==> src/rtl/cnn_pkg.sv <==
// Shared defaults and types for the convolution window reader.
// The image, kernel and pixel sizes here are the defaults the reader is normally built with.
package cnn_pkg;

   localparam int IMG_W     = 28;
   localparam int K         = 5;
   localparam int OUT_W     = IMG_W - K + 1;
   localparam int DATA_W    = 8;
   localparam int ADDR_W    = 10;
   localparam int TAP_COUNT = OUT_W * OUT_W * K * K;

   typedef enum logic [1:0] {
      IDLE,
      RUN,
      DRAIN,
      DONE
   } win_state_t;

endpackage

==> src/rtl/win_skid_buf.sv <==
// Two-entry FIFO between the image memory read port and the tap consumer.
// Entry 0 is always the head, so the outputs come straight from a register.
module win_skid_buf #(
   parameter int DATA_W = cnn_pkg::DATA_W
) (
   input  logic              clk,
   input  logic              reset,
   input  logic              in_valid,
   input  logic [DATA_W-1:0] in_data,
   input  logic              in_last_win,
   input  logic              in_last_img,
   output logic [1:0]        occupancy,
   output logic              out_valid,
   input  logic              out_ready,
   output logic [DATA_W-1:0] out_data,
   output logic              out_last_win,
   output logic              out_last_img
);

   typedef struct packed {
      logic [DATA_W-1:0] data;
      logic              lastWin;
      logic              lastImg;
   } entry_t;

   entry_t head, tail, inEntry;
   logic   push, pop;

   assign inEntry      = '{data: in_data, lastWin: in_last_win, lastImg: in_last_img};
   assign push         = in_valid;
   assign pop          = out_valid & out_ready;
   assign out_valid    = (occupancy != 2'd0);
   assign out_data     = head.data;
   assign out_last_win = head.lastWin;
   assign out_last_img = head.lastImg;

   // The producer throttles its reads, so a push never lands on a full buffer.
   always_ff @(posedge clk) begin
      if (reset) begin
         occupancy <= 2'd0;
         head      <= '0;
         tail      <= '0;
      end else begin
         case ({push, pop})
            2'b10: begin
               if (occupancy == 2'd0) head <= inEntry;
               else                   tail <= inEntry;
               occupancy <= occupancy + 2'd1;
            end
            2'b01: begin
               head      <= tail;
               occupancy <= occupancy - 2'd1;
            end
            2'b11: begin
               if (occupancy == 2'd1) begin
                  head <= inEntry;
               end else begin
                  head <= tail;
                  tail <= inEntry;
               end
            end
            default: ;
         endcase
      end
   end

endmodule

==> src/rtl/img_win_read.sv <==
// Walks every KxK window of the image, issuing one memory read per tap,
// and streams the taps out through a small buffer with valid/ready handshaking.
module img_win_read #(
   parameter int IMG_W  = cnn_pkg::IMG_W,
   parameter int K      = cnn_pkg::K,
   parameter int DATA_W = cnn_pkg::DATA_W
) (
   input  logic              clk,
   input  logic              reset,
   input  logic              start,
   output logic              rd_en,
   output logic [9:0]        rd_addr,
   input  logic [DATA_W-1:0] rd_data,
   output logic              pix_valid,
   input  logic              pix_ready,
   output logic [DATA_W-1:0] pix_data,
   output logic              pix_last_win,
   output logic              pix_last_img,
   output logic              busy,
   output logic              done
);

   import cnn_pkg::*;

   localparam int OW = IMG_W - K + 1;

   win_state_t state, nextState;

   logic [9:0] kc, kr, outCol, outRow;
   logic [9:0] addrNow, addrHold;
   logic       kcWrap, krWrap, colWrap, rowWrap, winLast, imgLast;
   logic       inflight, inflightLastWin, inflightLastImg;
   logic [1:0] occupancy;
   logic       xfer;
   logic [2:0] pending;

   assign kcWrap  = (kc == 10'(K - 1));
   assign krWrap  = (kr == 10'(K - 1));
   assign colWrap = (outCol == 10'(OW - 1));
   assign rowWrap = (outRow == 10'(OW - 1));
   assign winLast = kcWrap & krWrap;
   assign imgLast = winLast & colWrap & rowWrap;

   assign addrNow = (outRow + kr) * 10'(IMG_W) + outCol + kc;
   assign xfer    = pix_valid & pix_ready;
   assign pending = {1'b0, occupancy} + {2'b00, inflight} - {2'b00, xfer};
   assign rd_addr = rd_en ? addrNow : addrHold;

   always_ff @(posedge clk) begin
      if (reset) state <= IDLE;
      else       state <= nextState;
   end

   // A read may only issue if its data is guaranteed a free slot when it returns.
   always_comb begin
      nextState = state;
      rd_en     = 1'b0;
      busy      = 1'b0;
      done      = 1'b0;
      case (state)
         IDLE: begin
            if (start) nextState = RUN;
         end
         RUN: begin
            busy  = 1'b1;
            rd_en = (pending < 3'd2);
            if (rd_en && imgLast) nextState = DRAIN;
         end
         DRAIN: begin
            busy = 1'b1;
            if (xfer && pix_last_img) nextState = DONE;
         end
         DONE: begin
            done      = 1'b1;
            nextState = IDLE;
         end
         default: nextState = IDLE;
      endcase
   end

   // Nested index counters, kc fastest; they wrap back to zero after the last tap.
   always_ff @(posedge clk) begin
      if (reset) begin
         kc     <= '0;
         kr     <= '0;
         outCol <= '0;
         outRow <= '0;
      end else if (rd_en) begin
         kc <= kcWrap ? 10'd0 : kc + 10'd1;
         if (kcWrap) kr <= krWrap ? 10'd0 : kr + 10'd1;
         if (winLast) outCol <= colWrap ? 10'd0 : outCol + 10'd1;
         if (winLast && colWrap) outRow <= rowWrap ? 10'd0 : outRow + 10'd1;
      end
   end

   // Tap flags travel alongside the read so they arrive with the returning data.
   always_ff @(posedge clk) begin
      if (reset) begin
         inflight        <= 1'b0;
         inflightLastWin <= 1'b0;
         inflightLastImg <= 1'b0;
         addrHold        <= '0;
      end else begin
         inflight        <= rd_en;
         inflightLastWin <= rd_en & winLast;
         inflightLastImg <= rd_en & imgLast;
         if (rd_en) addrHold <= addrNow;
      end
   end

   win_skid_buf #(.DATA_W(DATA_W)) u_buf (
      .clk          (clk),
      .reset        (reset),
      .in_valid     (inflight),
      .in_data      (rd_data),
      .in_last_win  (inflightLastWin),
      .in_last_img  (inflightLastImg),
      .occupancy    (occupancy),
      .out_valid    (pix_valid),
      .out_ready    (pix_ready),
      .out_data     (pix_data),
      .out_last_win (pix_last_win),
      .out_last_img (pix_last_img)
   );

endmodule

==> config.mk <==
export PLATFORM = sky130hd
export DESIGN_NAME = img_win_read
export DESIGN_NICKNAME = d
export VERILOG_FILES = /design/src/rtl/cnn_pkg.sv /design/src/rtl/win_skid_buf.sv /design/src/rtl/img_win_read.sv
export SDC_FILE = /design/constraint.sdc
export NUM_CORES = 1
export LEC_CHECK = 0
export CAP_MARGIN = 25
export CORE_ASPECT_RATIO = 0.7
export CORE_MARGIN = 4
export CORE_UTILIZATION = 31
export CTS_CLUSTER_SIZE = 8
export DETAILED_ROUTE_END_ITERATION = 6
export HOLD_SLACK_MARGIN = 0.06
export SYNTH_ARGS = -nofsm -noshare
export SYNTH_HDL_FRONTEND = slang
export SYNTH_SLANG_ARGS = --single-unit
==> constraint.sdc <==
create_clock -name clk -period 9.4 [get_ports clk]
set_clock_uncertainty 0.2 [all_clocks]
set_input_delay 1.88 -clock clk [delete_from_list [all_inputs] [get_ports clk]]
set_output_delay 1.88 -clock clk [all_outputs]
set_load 0.02 [all_outputs]
# After elaboration in Yosys (flattened, before gate mapping)
# Cells that the tools add are included.
[word_totals] ff_bits=77
[op_classes] add_sub_neg=11 multipliers=1 n_lt_le_gt_ge=1 eq_ne=17 mux=19 bitwise_logic=6 reduce_logical=16
[op_table] cell="$mux W10" n=9
[op_table] cell="$add A10 B1 Y10 const B" n=4
[op_table] cell="$add A10 B10 Y10" n=3
[op_table] cell="$pmux W10 S3" n=1
[op_table] cell="$eq A10 B3 Y1 const B" n=2
[op_table] cell="$eq A10 B5 Y1 const B" n=2
[op_table] cell="$pmux W10 S2" n=1
[op_table] cell="$mul A10 B3 Y8 const B" n=1
[op_table] cell="$ne A2 B2 Y1 const B" n=5
[op_table] cell="$eq A2 B2 Y1 const B" n=4
[op_table] cell="$pmux W2 S4" n=1
[op_table] cell="$reduce_and A2 Y1" n=4
[op_table] cell="$and A1 B1 Y1" n=6
[op_table] cell="$eq A2 B1 Y1 const B" n=3
[op_table] cell="$mux W2" n=3
[op_table] cell="$reduce_and A3 Y1" n=2
[op_table] cell="$reduce_bool A2 Y1" n=3
[op_table] cell="$logic_not A2 Y1" n=2
[op_table] cell="$pmux W2 S2" n=1
[op_table] cell="$add A2 B1 Y3" n=1
[op_table] cell="$logic_and A1 B1 Y1" n=3
[op_table] cell="$lt A3 B2 Y1 const B" n=1
[op_table] cell="$mux W1" n=3
[op_table] cell="$reduce_bool A3 Y1" n=1
[op_table] cell="other kinds (5)" n=5

# Longest topological paths before layout
[logic_depth] depth_word=7 ltp_mapped=20

# Hierarchy
# Synthesis repeated with hierarchy kept, for this count alone.
[hier_totals] cells_unflattened=538 hier_area_um2=4814.6
[by_module_without_submodules] mod="img_win_read" n_inst=1 cells_each=428 area_per_inst_um2=3752.3 seq_area_each_um2=1101.1
[by_module_without_submodules] mod="win_skid_buf" n_inst=1 cells_each=110 area_per_inst_um2=1062.3 seq_area_each_um2=440.4

# Worst setup path before layout
# No wires, ideal clock.
[synth_timing] kind="flip-flop to output port" start="register kr[0]" end="output port rd_addr[9]" t_arrival_ps=4779 required_time_ps=7320 setup_slack_ps=2541 path_stages_with_launch=17 cell_sequence="dfxtp_1 ha_1 fa_1 xor2_1 fa_1 ha_1 inv_1 fa_1 inv_1 fa_1 ha_1 o21a_1 a21oi_1 a21oi_1 xnor3_1 nor3b_1 nor3_1"
[synth_via] elab_chain_len=5
[synth_rtl] element="start, declared" line="img_win_read.sv:29" text="logic [9:0] kc, kr, outCol, outRow;"
[synth_rtl] element="start signal, assigned" line="img_win_read.sv:90" text="if (kcWrap) kr <= krWrap ? 10'd0 : kr + 10'd1;"
[synth_rtl] element="$add A10 B10 Y10" line="img_win_read.sv:44" text="assign addrNow = (outRow + kr) * 10'(IMG_W) + outCol + kc;"
[synth_rtl] element="$mul A10 B3 Y8" line="img_win_read.sv:44"
[synth_rtl] element="$add A10 B10 Y10 (2 in a row)" line="img_win_read.sv:44"
[synth_rtl] element="$mux W10"
[synth_rtl] element="end, declared" line="img_win_read.sv:12" text="output logic [9:0] rd_addr,"
# No other way between the ends.

# Final worst setup path
# Ends and elaborated chain as after synthesis.

==> flow_metrics.py <==
metrics = {
    "outcome": {
        "outcome": "completed",
    },
    "floorplan": {
        "fp.coreArea_sq_um": 14770,
        "dieArea_sq_um": 17180,
        "die_w_microns": 155.0,
        "initial_utilization_pct": 31.74,
        "io_pins": 36,
        "die_y_microns": 110.9,
        "rows": 37,
    },
    "clock_tree": {
        "cts_tree": "built",
        "clk_path_buf_depth": 2,
        "clkLatencyLatePin_ns": 0.33,
        "cts_resized": 0,
        "hold_buffers": 0,
        "post-cts-setup-buffers": 0,
        "numCtsBuffers": 9,
        "htreeDepth": 3,
        "cts_sinks": 77,
        "root_buffer": "clkbuf_16",
        "path_clk_slew_ns": 0.06,
    },
    "power_and_ir_drop": {
        "comb_power_share_pct": 31.4,
        "power_frac_seq_pct": 36.1,
        "clock_power_share_pct": 32.5,
        "power_switching_uw": 352.5,
        "power.density_nw_per_um2": 193.9,
        "power.internal_uw": 722.5,
        "p_sw_share_pct": 32.79,
        "peakVddDrop_v": 0.00008506,
        "leakage_uw": 0.002365,
        "p_total_uw": 1075,
    },
    "synth": {
        "synth_cell_types": 52,
        "syn_avg_cell_area_sq_um": 8.827,
        "yosys_warnings": 0,
        "synth_nets": 598,
        "synth-seq-cells": 77,
        "async_reset_ff_share_pct": 0,
        "netlist.top_cell.by_area": "dfxtp_1",
        "synth-edff-count": 0,
        "synth_area_sq_um": 4687,
        "yosysSeqAreaShare_pct": 32.89,
        "yosys_most_used_dff": "dfxtp_1",
        "synth_area_leaders": "dfxtp_1 (33%), ha_1 (11%), fa_1 (5.6%)",
        "synth_top_area_share_pct": 32.89,
        "synthCells": 531,
    },
    "timing": {
        "layout_min_cycle_time_ns": 7.911,
        "rsz0062_at_grt": "false",
        "finalSetupViolCount": 0,
        "worst_pin_slew_ns": 0.8636,
        "slew-limit-headroom_pct": 42.04,
        "timing.fmax_ghz": 0.1264,
        "fin_crit_sh_pct": 84.16,
        "hold_viol_final": 0,
        "holdWs_ns": 0.2911,
        "slew_viol_final": 0,
        "setup_tns_ns": 0,
    },
    "worst_setup_path": {
        "start_kind": "register",
        "endpoint_kind": "output port",
        "critPathArrivalTime_ns": 5.83,
        "required_ns": 7.32,
        "crit_type": "register to output port",
        "ff2ff_setup_slack_ns": 4.25,
        "crit_fanout": 5,
    },
    "drt": {
        "drt_first_pass_iters": 4,
        "met3_length_microns": 332,
        "drtIter0Drc": 249,
        "via_per_inst": 4.776,
        "route.met2.wl_microns": 4549,
        "num_vias": 3644,
        "drtAntennaViolNets": 0,
        "route.detailed.drc": 0,
        "top_layer": "met4",
        "wl_per_cell_microns": 13.34,
        "met1_length_microns": 5253,
        "wirelength_microns": 10180,
    },
    "placed_design": {
        "hpwlAfterDp_microns": 7691,
        "place_congestion": 0.8339,
        "dpl.cell_count": 748,
        "port_buffers": 35,
    },
    "run": {
        "drv_cap": 0,
    },
    "hold_path": {
        "hold_path.class": "register to register",
    },
    "grt": {
        "antenna_found_initial": 0,
        "grt_pass1_wl_microns": 17550,
        "overflow": 0,
        "grt_max_degree": 46,
        "grt_usage_pct": 12.30,
        "grt_pass1_vias": 3622,
    },
    "finish": {
        "syn_to_final_growth_pct": 18.29,
        "fin_util_pct": 37.54,
        "fin_nets": 631,
        "nFillCells": 1471,
        "drive_above_1_share_pct": 5.810,
        "n_antenna_cell": 0,
        "final_cells": 763,
    },
}
## registers in the layout, summed over array words and instances (netlist names)
register and flops:
outRow 10, u_buf.out_last_win 1, addrHold 10, u_buf.out_last_img 1, inflightLastImg 1, kc 10, u_buf.out_data 8, u_buf.occupancy 2
outCol 10, kr 10, inflightLastWin 1, u_buf.tail 10, state 2, inflight 1
## area by class of cell
class	count	area, sq um	area share, %
sequential	77	1541	27.80
tap	195	244.0	4.401
multi-input combinational	393	2913	52.54
inverter	44	165.2	2.979
clock buffer	11	252.7	4.559
clock inverter	4	47.55	0.8576
timing repair buffer	39	380.4	6.861
## path summary, 6_finish.rpt
| check | cells past startpoint | startpoint | endpoint |
|---|---|---|---|
| worst max-delay path | 21 | kr[0] | rd_addr[9] |
| worst min-delay path | 2 | kc[8] | kc[8] |
| worst max register to register | 20 | kr[0] | addrHold[9] |
| worst min register to register | 2 | kc[8] | kc[8] |
## cell families (layout without fill, tap and decap cells)
| family | count (synthesis) | count (layout) | share of synthesized area [%] |
|---|---|---|---|
| buffers and inverters | 61 | 98 | 4.965 |
| muxes | 13 | 13 | 2.803 |
| AOI/OAI and AO/OA | 83 | 83 | 11.75 |
| DFF | 77 | 77 | 32.89 |
| and+or+nand+nor | 187 | 187 | 20.26 |
| adders and majority gates | 55 | 55 | 16.76 |
| xor gates and xnor gates | 55 | 55 | 10.57 |
## placed cells by master (no fill, tap or decap), drive strengths merged, types with 14 or more instances in the layout
| cell | netlist | final |
|---|---|---|
| nand3 | 14 | 14 |
| nand2 | 39 | 39 |
| xnor2 | 25 | 25 |
| o21ai | 15 | 15 |
| dfxtp | 77 | 77 |
| nor2 | 67 | 67 |
| clkdlybuf4s50 | 0 | 35 |
| xor2 | 29 | 29 |
| a21oi | 23 | 23 |
| inv | 44 | 44 |
| ha | 42 | 42 |
## cell usage after synthesis, types with 13 or more instances
library cell and n:
nand2_1 38, dfxtp_1 77, ha_1 42, fa_1 13, xor2_1 29, xnor2_1 25
a21oi_1 23, inv_1 44, o21ai_0 13, nor2_1 66, nand3_1 14, clkbuf_1 13
## critical path: stages, from the launching register on
cell             delay, ns
dfxtp_1               0.36
ha_1                  0.25
fa_1                  0.40
xor2_1                0.48
fa_1                  0.51
ha_1                  0.22
inv_1                 0.08
fa_1                  0.20
inv_1                 0.05
a21o_1                0.14
a21oi_1               0.17
xor2_1                0.11
fa_1                  0.49
inv_1                 0.04
ha_1                  0.31
o21a_1                0.13
nor2_1                0.03
a21oi_1               0.18
xnor3_1               0.37
nor3b_1               0.18
nor3_1                0.16
clkdlybuf4s50_1       0.63
## routing by layer
layer | vias to the layer above | global-route usage (%)
li1 | 1875 | -
met1 | 1719 | 17.47
met2 | 45 | 18.87
met3 | 5 | 3.199
met4 | 0 | 2.412
met5 | - | 0
## through the flow
stage	instance area, sq um	setup WS [ns]
global placement	5244	1.797
finish	5544	1.489
floorplan	4687	2.541
global route	5544	1.157
CTS	5544	1.430
detailed placement	5244	1.669
## power by group through the flow
stage | combinational (uW) | sequential, uW | clock, uW
after floorplan | 206 | 412 | 0
after global placement | 334 | 394 | 0
after detailed placement | 341 | 395 | 0
after CTS | 343 | 388 | 360
after global routing | 374 | 394 | 372
final | 337 | 388 | 350
Power figures use the tool's default switching activity.
